## src/rtl/ccd_pixel_capture_if.sv

```systemverilog
// ----------------------------------------------------------------------------
// ccd_pixel_capture_if
// Pixel stream from the CCD ADC capture block toward the host-transfer logic.
//
// Signals
//   pix_data   16  pixel word {MSB,LSB}
//   pix_valid   1  pix_data/pix_sol hold a pixel
//   pix_ready   1  consumer can take the pixel this cycle
//   pix_sol     1  pixel is the first kept pixel of a row
//
// Handshake: a pixel transfers on every rising clk edge where pix_valid and
// pix_ready are both high. Once pix_valid is high, pix_data and pix_sol hold
// their value and pix_valid stays high until that transfer happens. The
// producer never waits for pix_ready before raising pix_valid.
//
// Modports: master = producer (capture block), slave = consumer.
// ----------------------------------------------------------------------------
interface ccd_pixel_capture_if;
    logic [15:0] pix_data;
    logic        pix_valid;
    logic        pix_ready;
    logic        pix_sol;

    modport master (output pix_data, output pix_valid, output pix_sol, input pix_ready);
    modport slave  (input pix_data, input pix_valid, input pix_sol, output pix_ready);
endinterface

```

## src/rtl/ccd_pixel_capture.sv

```systemverilog
// ----------------------------------------------------------------------------
// ccd_pixel_capture
// ADC-side receiver for the CCD readout sequencer. Detects ad_adclk/ad_oeb_n
// edges in the clk domain, samples the muxed 8-bit ADC bus DATA_DELAY cycles
// after each ad_adclk edge (MSB on fall, LSB on rise), builds 16-bit pixels,
// drops the first ROW_DISCARD pixels of each row and buffers kept pixels in a
// first-word-fall-through FIFO feeding a valid/ready stream.
//
// Ports
//   clk        in   system clock (sequencer outputs are synchronous to it)
//   rst_n      in   asynchronous active-low reset
//   arm        in   1-cycle pulse: flush FIFO, clear overflow/pix_count, capture
//   ad_adclk   in   ADC sample clock from the sequencer
//   ad_oeb_n   in   ADC output enable, active low (high between rows)
//   ad_data    in   8-bit muxed ADC data
//   pix        master modport of ccd_pixel_capture_if (pixel stream)
//   overflow   out  sticky: a kept pixel was dropped because the FIFO was full
//   pix_count  out  pixels written into the FIFO since arm (wraps)
//   fsm_state  out  current capture state, for debug/observation
//
// Configuration macro: CCD_CAPTURE_TESTPATTERN_EN
//   When defined, the sampled ADC bytes are replaced by a 16-bit counter that
//   advances once per assembled pixel (discarded ones included).
// ----------------------------------------------------------------------------
module ccd_pixel_capture #(
    parameter int DATA_DELAY  = 2,
    parameter int ROW_DISCARD = 3,
    parameter int FIFO_DEPTH  = 8
) (
    input  logic                       clk,
    input  logic                       rst_n,
    input  logic                       arm,
    input  logic                       ad_adclk,
    input  logic                       ad_oeb_n,
    input  logic [7:0]                 ad_data,
    ccd_pixel_capture_if.master        pix,
    output logic                       overflow,
    output logic [23:0]                pix_count,
    output logic [1:0]                 fsm_state
);
    localparam int AW = $clog2(FIFO_DEPTH);
    localparam int DW = (ROW_DISCARD < 2) ? 1 : $clog2(ROW_DISCARD + 1);
    localparam logic [DW-1:0] DISCARD_INIT = DW'(ROW_DISCARD);
    localparam logic [2:0]    DLY_LOAD     = 3'((DATA_DELAY > 0) ? DATA_DELAY - 1 : 0);

    typedef enum logic [1:0] {IDLE, WAIT_ROW, WAIT_MSB, WAIT_LSB} state_t;
    state_t state, state_nx;

    // ---------------- edge detection ----------------
    logic adclk_q, oeb_q;
    logic edge_rise, edge_fall, oeb_fall, oeb_rise;

    always_ff @(posedge clk or negedge rst_n) begin
        if (!rst_n) begin
            adclk_q <= 1'b1;
            oeb_q   <= 1'b1;
        end else begin
            adclk_q <= ad_adclk;
            oeb_q   <= ad_oeb_n;
        end
    end

    // ad_adclk edges only count while the registered enable is low
    assign edge_rise = ~oeb_q & ad_adclk & ~adclk_q;
    assign edge_fall = ~oeb_q & ~ad_adclk & adclk_q;
    assign oeb_fall  = oeb_q & ~ad_oeb_n;
    assign oeb_rise  = ~oeb_q & ad_oeb_n;

    // ---------------- sample delay ----------------
    // A new edge always reloads the counter, so a sample still pending from
    // the previous edge is abandoned.
    logic       dly_pend, dly_kind_rise;
    logic [2:0] dly_cnt;
    logic       smp_fire, smp_rise;

    always_comb begin
        smp_fire = 1'b0;
        smp_rise = 1'b0;
        if (DATA_DELAY == 0) begin
            smp_fire = edge_rise | edge_fall;
            smp_rise = edge_rise;
        end else if (dly_pend && !(edge_rise || edge_fall) && dly_cnt == 3'd0) begin
            smp_fire = 1'b1;
            smp_rise = dly_kind_rise;
        end
    end

    always_ff @(posedge clk or negedge rst_n) begin
        if (!rst_n) begin
            dly_pend      <= 1'b0;
            dly_kind_rise <= 1'b0;
            dly_cnt       <= 3'd0;
        end else if (edge_rise || edge_fall) begin
            dly_pend      <= (DATA_DELAY != 0);
            dly_kind_rise <= edge_rise;
            dly_cnt       <= DLY_LOAD;
        end else if (dly_pend) begin
            if (dly_cnt == 3'd0) dly_pend <= 1'b0;
            else                 dly_cnt  <= dly_cnt - 3'd1;
        end
    end

    // ---------------- sampled bytes ----------------
    logic [7:0] smp_msb, smp_lsb;
    logic       emit;

`ifdef CCD_CAPTURE_TESTPATTERN_EN
    logic [15:0] tp_cnt;

    always_ff @(posedge clk or negedge rst_n) begin
        if (!rst_n)    tp_cnt <= 16'd0;
        else if (arm)  tp_cnt <= 16'd0;
        else if (emit) tp_cnt <= tp_cnt + 16'd1;
    end

    assign smp_msb = tp_cnt[15:8];
    assign smp_lsb = tp_cnt[7:0];
`else
    assign smp_msb = ad_data;
    assign smp_lsb = ad_data;
`endif

    // ---------------- FSM ----------------
    logic load_msb, row_start;

    always_ff @(posedge clk or negedge rst_n) begin
        if (!rst_n) state <= IDLE;
        else        state <= state_nx;
    end

    always_comb begin
        state_nx  = state;
        load_msb  = 1'b0;
        emit      = 1'b0;
        row_start = 1'b0;
        if (arm) begin
            state_nx = WAIT_ROW;
        end else begin
            case (state)
                IDLE: ;
                WAIT_ROW: begin
                    if (oeb_fall) begin
                        state_nx  = WAIT_MSB;
                        row_start = 1'b1;
                    end
                end
                WAIT_MSB: begin
                    if (oeb_rise) begin
                        state_nx = WAIT_ROW;
                    end else if (smp_fire && !smp_rise) begin
                        load_msb = 1'b1;
                        state_nx = WAIT_LSB;
                    end
                end
                WAIT_LSB: begin
                    if (oeb_rise) begin
                        state_nx = WAIT_ROW;
                    end else if (smp_fire) begin
                        if (smp_rise) begin
                            emit     = 1'b1;
                            state_nx = WAIT_MSB;
                        end else begin
                            load_msb = 1'b1;
                        end
                    end
                end
                default: state_nx = IDLE;
            endcase
        end
    end

    assign fsm_state = state;

    // ---------------- discard, FIFO, counters ----------------
    logic [7:0]    msb_reg;
    logic [DW-1:0] discard_cnt;
    logic          sol_pend;
    logic [AW:0]   wr_ptr, rd_ptr;
    logic [16:0]   mem [FIFO_DEPTH];
    logic [16:0]   mem_rd;
    logic          keep, push, pop, full, empty;

    assign empty  = (wr_ptr == rd_ptr);
    assign full   = (wr_ptr[AW] != rd_ptr[AW]) && (wr_ptr[AW-1:0] == rd_ptr[AW-1:0]);
    assign keep   = emit && (discard_cnt == '0);
    assign pop    = ~empty & pix.pix_ready;
    // a pop in the same cycle frees the slot, so a full FIFO still accepts
    assign push   = keep & (~full | pop);
    assign mem_rd = mem[rd_ptr[AW-1:0]];

    always_ff @(posedge clk or negedge rst_n) begin
        if (!rst_n) begin
            msb_reg     <= 8'd0;
            discard_cnt <= '0;
            sol_pend    <= 1'b0;
            wr_ptr      <= '0;
            rd_ptr      <= '0;
            overflow    <= 1'b0;
            pix_count   <= 24'd0;
        end else begin
            if (load_msb) msb_reg <= smp_msb;
            if (arm) begin
                wr_ptr    <= '0;
                rd_ptr    <= '0;
                overflow  <= 1'b0;
                pix_count <= 24'd0;
            end else begin
                if (row_start) begin
                    discard_cnt <= DISCARD_INIT;
                    sol_pend    <= 1'b1;
                end
                if (emit && discard_cnt != '0) discard_cnt <= discard_cnt - 1'b1;
                if (push) begin
                    wr_ptr    <= wr_ptr + 1'b1;
                    sol_pend  <= 1'b0;
                    pix_count <= pix_count + 24'd1;
                end else if (keep) begin
                    overflow <= 1'b1;
                end
                if (pop) rd_ptr <= rd_ptr + 1'b1;
            end
        end
    end

    always_ff @(posedge clk) begin
        if (push) mem[wr_ptr[AW-1:0]] <= {sol_pend, msb_reg, smp_lsb};
    end

    // first-word-fall-through: head entry drives the stream directly
    assign pix.pix_valid = ~empty;
    assign pix.pix_data  = empty ? 16'h0000 : mem_rd[15:0];
    assign pix.pix_sol   = ~empty & mem_rd[16];
endmodule

```

## src/flat_wrapper.sv

```systemverilog
// flat-port wrapper written by rule: the top's interface ports become plain ports
module ccd_pixel_capture_flat 
#(
    parameter int DATA_DELAY  = 2,
    parameter int ROW_DISCARD = 3,
    parameter int FIFO_DEPTH  = 8
)
  (clk, rst_n, arm, ad_adclk, ad_oeb_n, ad_data, overflow, pix_count, fsm_state, pix_pix_data, pix_pix_valid, pix_pix_sol, pix_pix_ready);
  ccd_pixel_capture_if pix_i ();
  input  logic clk;
  input  logic rst_n;
  input  logic arm;
  input  logic ad_adclk;
  input  logic ad_oeb_n;
  input  logic [7:0] ad_data;
  output logic overflow;
  output logic [23:0] pix_count;
  output logic [1:0] fsm_state;
  output wire logic [$bits(pix_i.pix_data)-1:0] pix_pix_data;
  output wire logic [$bits(pix_i.pix_valid)-1:0] pix_pix_valid;
  output wire logic [$bits(pix_i.pix_sol)-1:0] pix_pix_sol;
  input wire logic [$bits(pix_i.pix_ready)-1:0] pix_pix_ready;
  assign pix_pix_data = pix_i.pix_data;
  assign pix_pix_valid = pix_i.pix_valid;
  assign pix_pix_sol = pix_i.pix_sol;
  assign pix_i.pix_ready = pix_pix_ready;
  ccd_pixel_capture #(.DATA_DELAY(DATA_DELAY), .ROW_DISCARD(ROW_DISCARD), .FIFO_DEPTH(FIFO_DEPTH)) u_core (.clk(clk), .rst_n(rst_n), .arm(arm), .ad_adclk(ad_adclk), .ad_oeb_n(ad_oeb_n), .ad_data(ad_data), .pix(pix_i), .overflow(overflow), .pix_count(pix_count), .fsm_state(fsm_state));
endmodule
```

## config.mk

```make
export PLATFORM = sky130hd
export DESIGN_NAME = ccd_pixel_capture_flat
export DESIGN_NICKNAME = d
export VERILOG_FILES = /design/src/rtl/ccd_pixel_capture_if.sv /design/src/rtl/ccd_pixel_capture.sv /design/src/flat_wrapper.sv
export SDC_FILE = /design/constraint.sdc
export NUM_CORES = 1
export LEC_CHECK = 0
export ABC_CLOCK_PERIOD_IN_PS = 5240
export CORE_MARGIN = 2
export CORE_UTILIZATION = 58
export CTS_CLUSTER_SIZE = 12
export DETAILED_ROUTE_END_ITERATION = 16
export PLACE_DENSITY = 0.79
export SETUP_SLACK_MARGIN = 0.02
export SKIP_LAST_GASP = 1
export SLEW_MARGIN = 30
export SYNTH_ARGS = -nofsm -noshare
export SYNTH_HDL_FRONTEND = slang
export SYNTH_SLANG_ARGS = --single-unit
```

## constraint.sdc

```tcl
create_clock -name clk -period 5.24 [get_ports clk]
set_input_delay 1.31 -clock clk [delete_from_list [all_inputs] [get_ports clk]]
set_output_delay 1.31 -clock clk [all_outputs]
set_load 0.02 [all_outputs]
```

==> key figures <==
Status
  • Outcome: finished, final reports clean

Route
  • Post-route ant nets: 0
  • Via count: 4705
  • First DRT Iteration DRCs: 396
  • Routed wire length: 15.8 mm
  • DRC errors left: 0
  • Drt wl/cell: 20.8 um
  • Via density: 6.20
  • First drt pass iteration count: 5

STA
  • Final period utilization: 79.9%
  • Rel. slew slack: 42.7%
  • Final Max Tran Viols: 0
  • RSZ-0062 raised after global routing: no
  • Min cycle time layout: 4.19 ns
  • Max Fclk: 239 MHz
  • Fin Setup TNS: 0 ns
  • Setup violations, final: 0
  • Final Hold Vio Count: 0
  • Worst Clk Skew: 0.00687 ns
  • Worst Tran Pin Value: 0.858 ns
  • Hold Slack: 0.482 ns

CTS
  • H-tree depth: 4
  • CTS clk-pin slew, worst paths: 0.06 ns
  • Clk sink count: 189
  • CTS root buf: clkbuf_16
  • CTS tree: built
  • CTS Hold Buffers Added: 0
  • CTS buffer count: 17
  • Post-cts sizing count: 0
  • Skew-Pair Late Insertion Delay: 0.43 ns
  • Post-CTS Setup Repair Bufs: 0
  • Clock buffer depth: 2

Setup path
  • Reg2Reg Capture Point: u_core.mem[1][0]$_DFFE_PP_
  • Critical Path RT: 3.93 ns
  • R2R Path Start: u_core.adclk_q$_DFF_PN1_
  • Kind of start point of the critical path: register
  • Crit end category: primary output
  • Crit Path Class: reg -> out
  • CP arrival: 2.88 ns
  • Worst-path maximum fanout: 15
  • R2R depth: 6
  • R2r setup slk: 2.26 ns

Layout
  • Share of layout cells above drive strength 1: 18.2%
  • Area Overhead vs Synth: 16.7%
  • Antenna fix cells: 0
  • Final nets: 590
  • Post-Layout Cell Count: 759
  • Core Util, Final: 70.0%
  • Max reg flops: 136

Floorplanning
  • Initial Utilization: 60.0%
  • Die ar.: 14800 um2
  • Ports: 59
  • Die height: 121 um
  • # rows: 42
  • Die X: 121 um
  • CORE AREA: 13300 um2

Placed design
  • Post-DP HPWL: 9.38 mm
  • Routability-driven placement congestion ratio: 0.775
  • Placed instance count: 727
  • # port buffers: 58

Synthesis
  • Post-Syn Area per Cell: 15.7 um2
  • Net Count, Synth: 530
  • Netlist area before placement: 8010 um2
  • Synth Flop Type: edfxtp_1
  • Synth Register Bits: 189
  • Number of synthesized flops with an enable pin: 136
  • Syn Inst Count: 510
  • Fraction of registers with async set/reset: 28.0%
  • Library cells used by synthesis: 48
  • Sequential share of the synthesized area: 67.6%
  • Syn. warnings: 0

GRT
  • First-pass GRT wire length: 25.3 mm
  • GRT overflow: 0
  • Initial antenna violation count: 0
  • Overall routing resource usage: 23.2%
  • Vias in the first global route: 4769
  • Largest net degree at the start of global routing: 52

Pwr
  • Final Total Pwr: 2.99 mW
  • Highest ir drop seen on vdd: 0.250 mV
  • Pwr dens: 320 nW/um2
  • Lkg Pwr: 3.13 nW

Hold path
  • Hold Startpoint: u_core.discard_cnt[0]$_DFFE_PN0P_
  • Hold WC Path Type: reg -> reg
  • Min-Delay Path Depth: 1
  • Hold Path End: u_core.discard_cnt[0]$_DFFE_PN0P_

Run
  • Max cap viols: 0
-- per-stage QoR --
stage / setup slack [ns] / instance area (um2)
finish: 1.05 / 9340
global route: 0.892 / 9340
CTS: 0.943 / 9340
detailed placement: 0.961 / 8810
global placement: 1.07 / 8810
floorplan: 0.431 / 8010
-- routing by layer --
| layer | up-vias | share of wire (%) | track usage [%] | wire length [um] |
|---|---|---|---|---|
| met5 | - | 0 | 0 | 0 |
| met4 | 0 | 1.9 | 9.05 | 307 |
| met3 | 25 | 4.9 | 4.09 | 780 |
| met2 | 127 | 53 | 39.7 | 8320 |
| met1 | 2422 | 40 | 29.8 | 6380 |
| li1 | 2131 | - | - | - |
-- final cells by class --
type,count,area [um2]
inverter,12,45.0
clock buffer,19,433
tap,176,220
sequential,189,5410
fill,883,4000
multi-input combinational,276,2430
timing repair buffer,74,696
clock inverter,13,103
-- worst max path at each step --
| stage | from | end | slack [ns] | depth (start not counted) |
|---|---|---|---|---|
| 6_report | u_core.rd_ptr[0]$_DFFE_PN0P_ | pix_pix_data[15] | 1.05 | 5 |
| 5_1_grt | u_core.rd_ptr[0]$_DFFE_PN0P_ | pix_pix_data[15] | 0.89 | 5 |
| 4_1_cts | u_core.rd_ptr[0]$_DFFE_PN0P_ | pix_pix_data[15] | 0.94 | 5 |
| 3_5_place_dp | ad_adclk | u_core.mem[4][5]$_DFFE_PP_ | 0.96 | 7 |
| 3_3_place_gp | ad_adclk | u_core.mem[2][13]$_DFFE_PP_ | 1.07 | 7 |
| 2_1_floorplan | ad_adclk | u_core.mem[1][0]$_DFFE_PP_ | 0.43 | 6 |
-- cell families after synthesis --
| kind of cell | after synthesis | share of synthesized area (%) |
|---|---|---|
| DFF | 189 | 67.6 |
| xor gates and xnor gates | 8 | 0.969 |
| buffers and inverters | 45 | 2.45 |
| AOI/OAI and AO/OA | 66 | 5.33 |
| muxes | 64 | 13.5 |
| and+or+nand+nor | 132 | 9.25 |
| adders and majority gates | 6 | 0.938 |
-- cell usage in the layout (no fill, tap or decap), types with 4 or more instances in the layout --
master | synthesis | layout
nor3_1 | 5 | 4
o31ai_1 | 23 | 23
dfrtp_1 | 51 | 50
mux2i_1 | 21 | 21
ha_1 | 6 | 6
nor2_1 | 39 | 39
a21oi_1 | 26 | 26
clkinv_2 | 0 | 7
and2_1 | 5 | 5
inv_1 | 12 | 12
clkdlybuf4s50_1 | 0 | 57
nand3_1 | 14 | 14
nand4_1 | 11 | 11
buf_4 | 0 | 16
mux4_2 | 34 | 34
xnor2_1 | 4 | 4
o21ai_0 | 5 | 5
edfxtp_1 | 136 | 136
or4_1 | 20 | 20
nand2_1 | 12 | 12
clkbuf_16 | 0 | 17
mux2_2 | 8 | 8
-- power by group --
part / switching, mW / internal, mW
combinational: 0.0744 / 0.0553
sequential: 0.0422 / 1.65
clock: 0.521 / 0.648
total: 0.637 / 2.36
-- synth_stat cells, drive strengths merged, types with 11 or more instances --
library cell  count  area [um2]
buf              16        87.6
a21oi            26         130
nor2             40         153
mux2i            21         210
o31ai            23         173
nand4            11        68.8
edfxtp          136        4080
nand2            12        45.0
dfrtp            51        1280
or4              20         150
inv              12        45.0
clkbuf           17        63.8
mux4             34         766
nand3            14        70.1
-- critical path: stages (launching register included) --
cell             delay [ns]
dfrtp_2                0.59
buf_4                  0.38
mux4_2                 0.56
mux2i_1                0.27
nor2_1                 0.08
clkdlybuf4s50_1        0.57
Power figures use the tool's default switching activity.
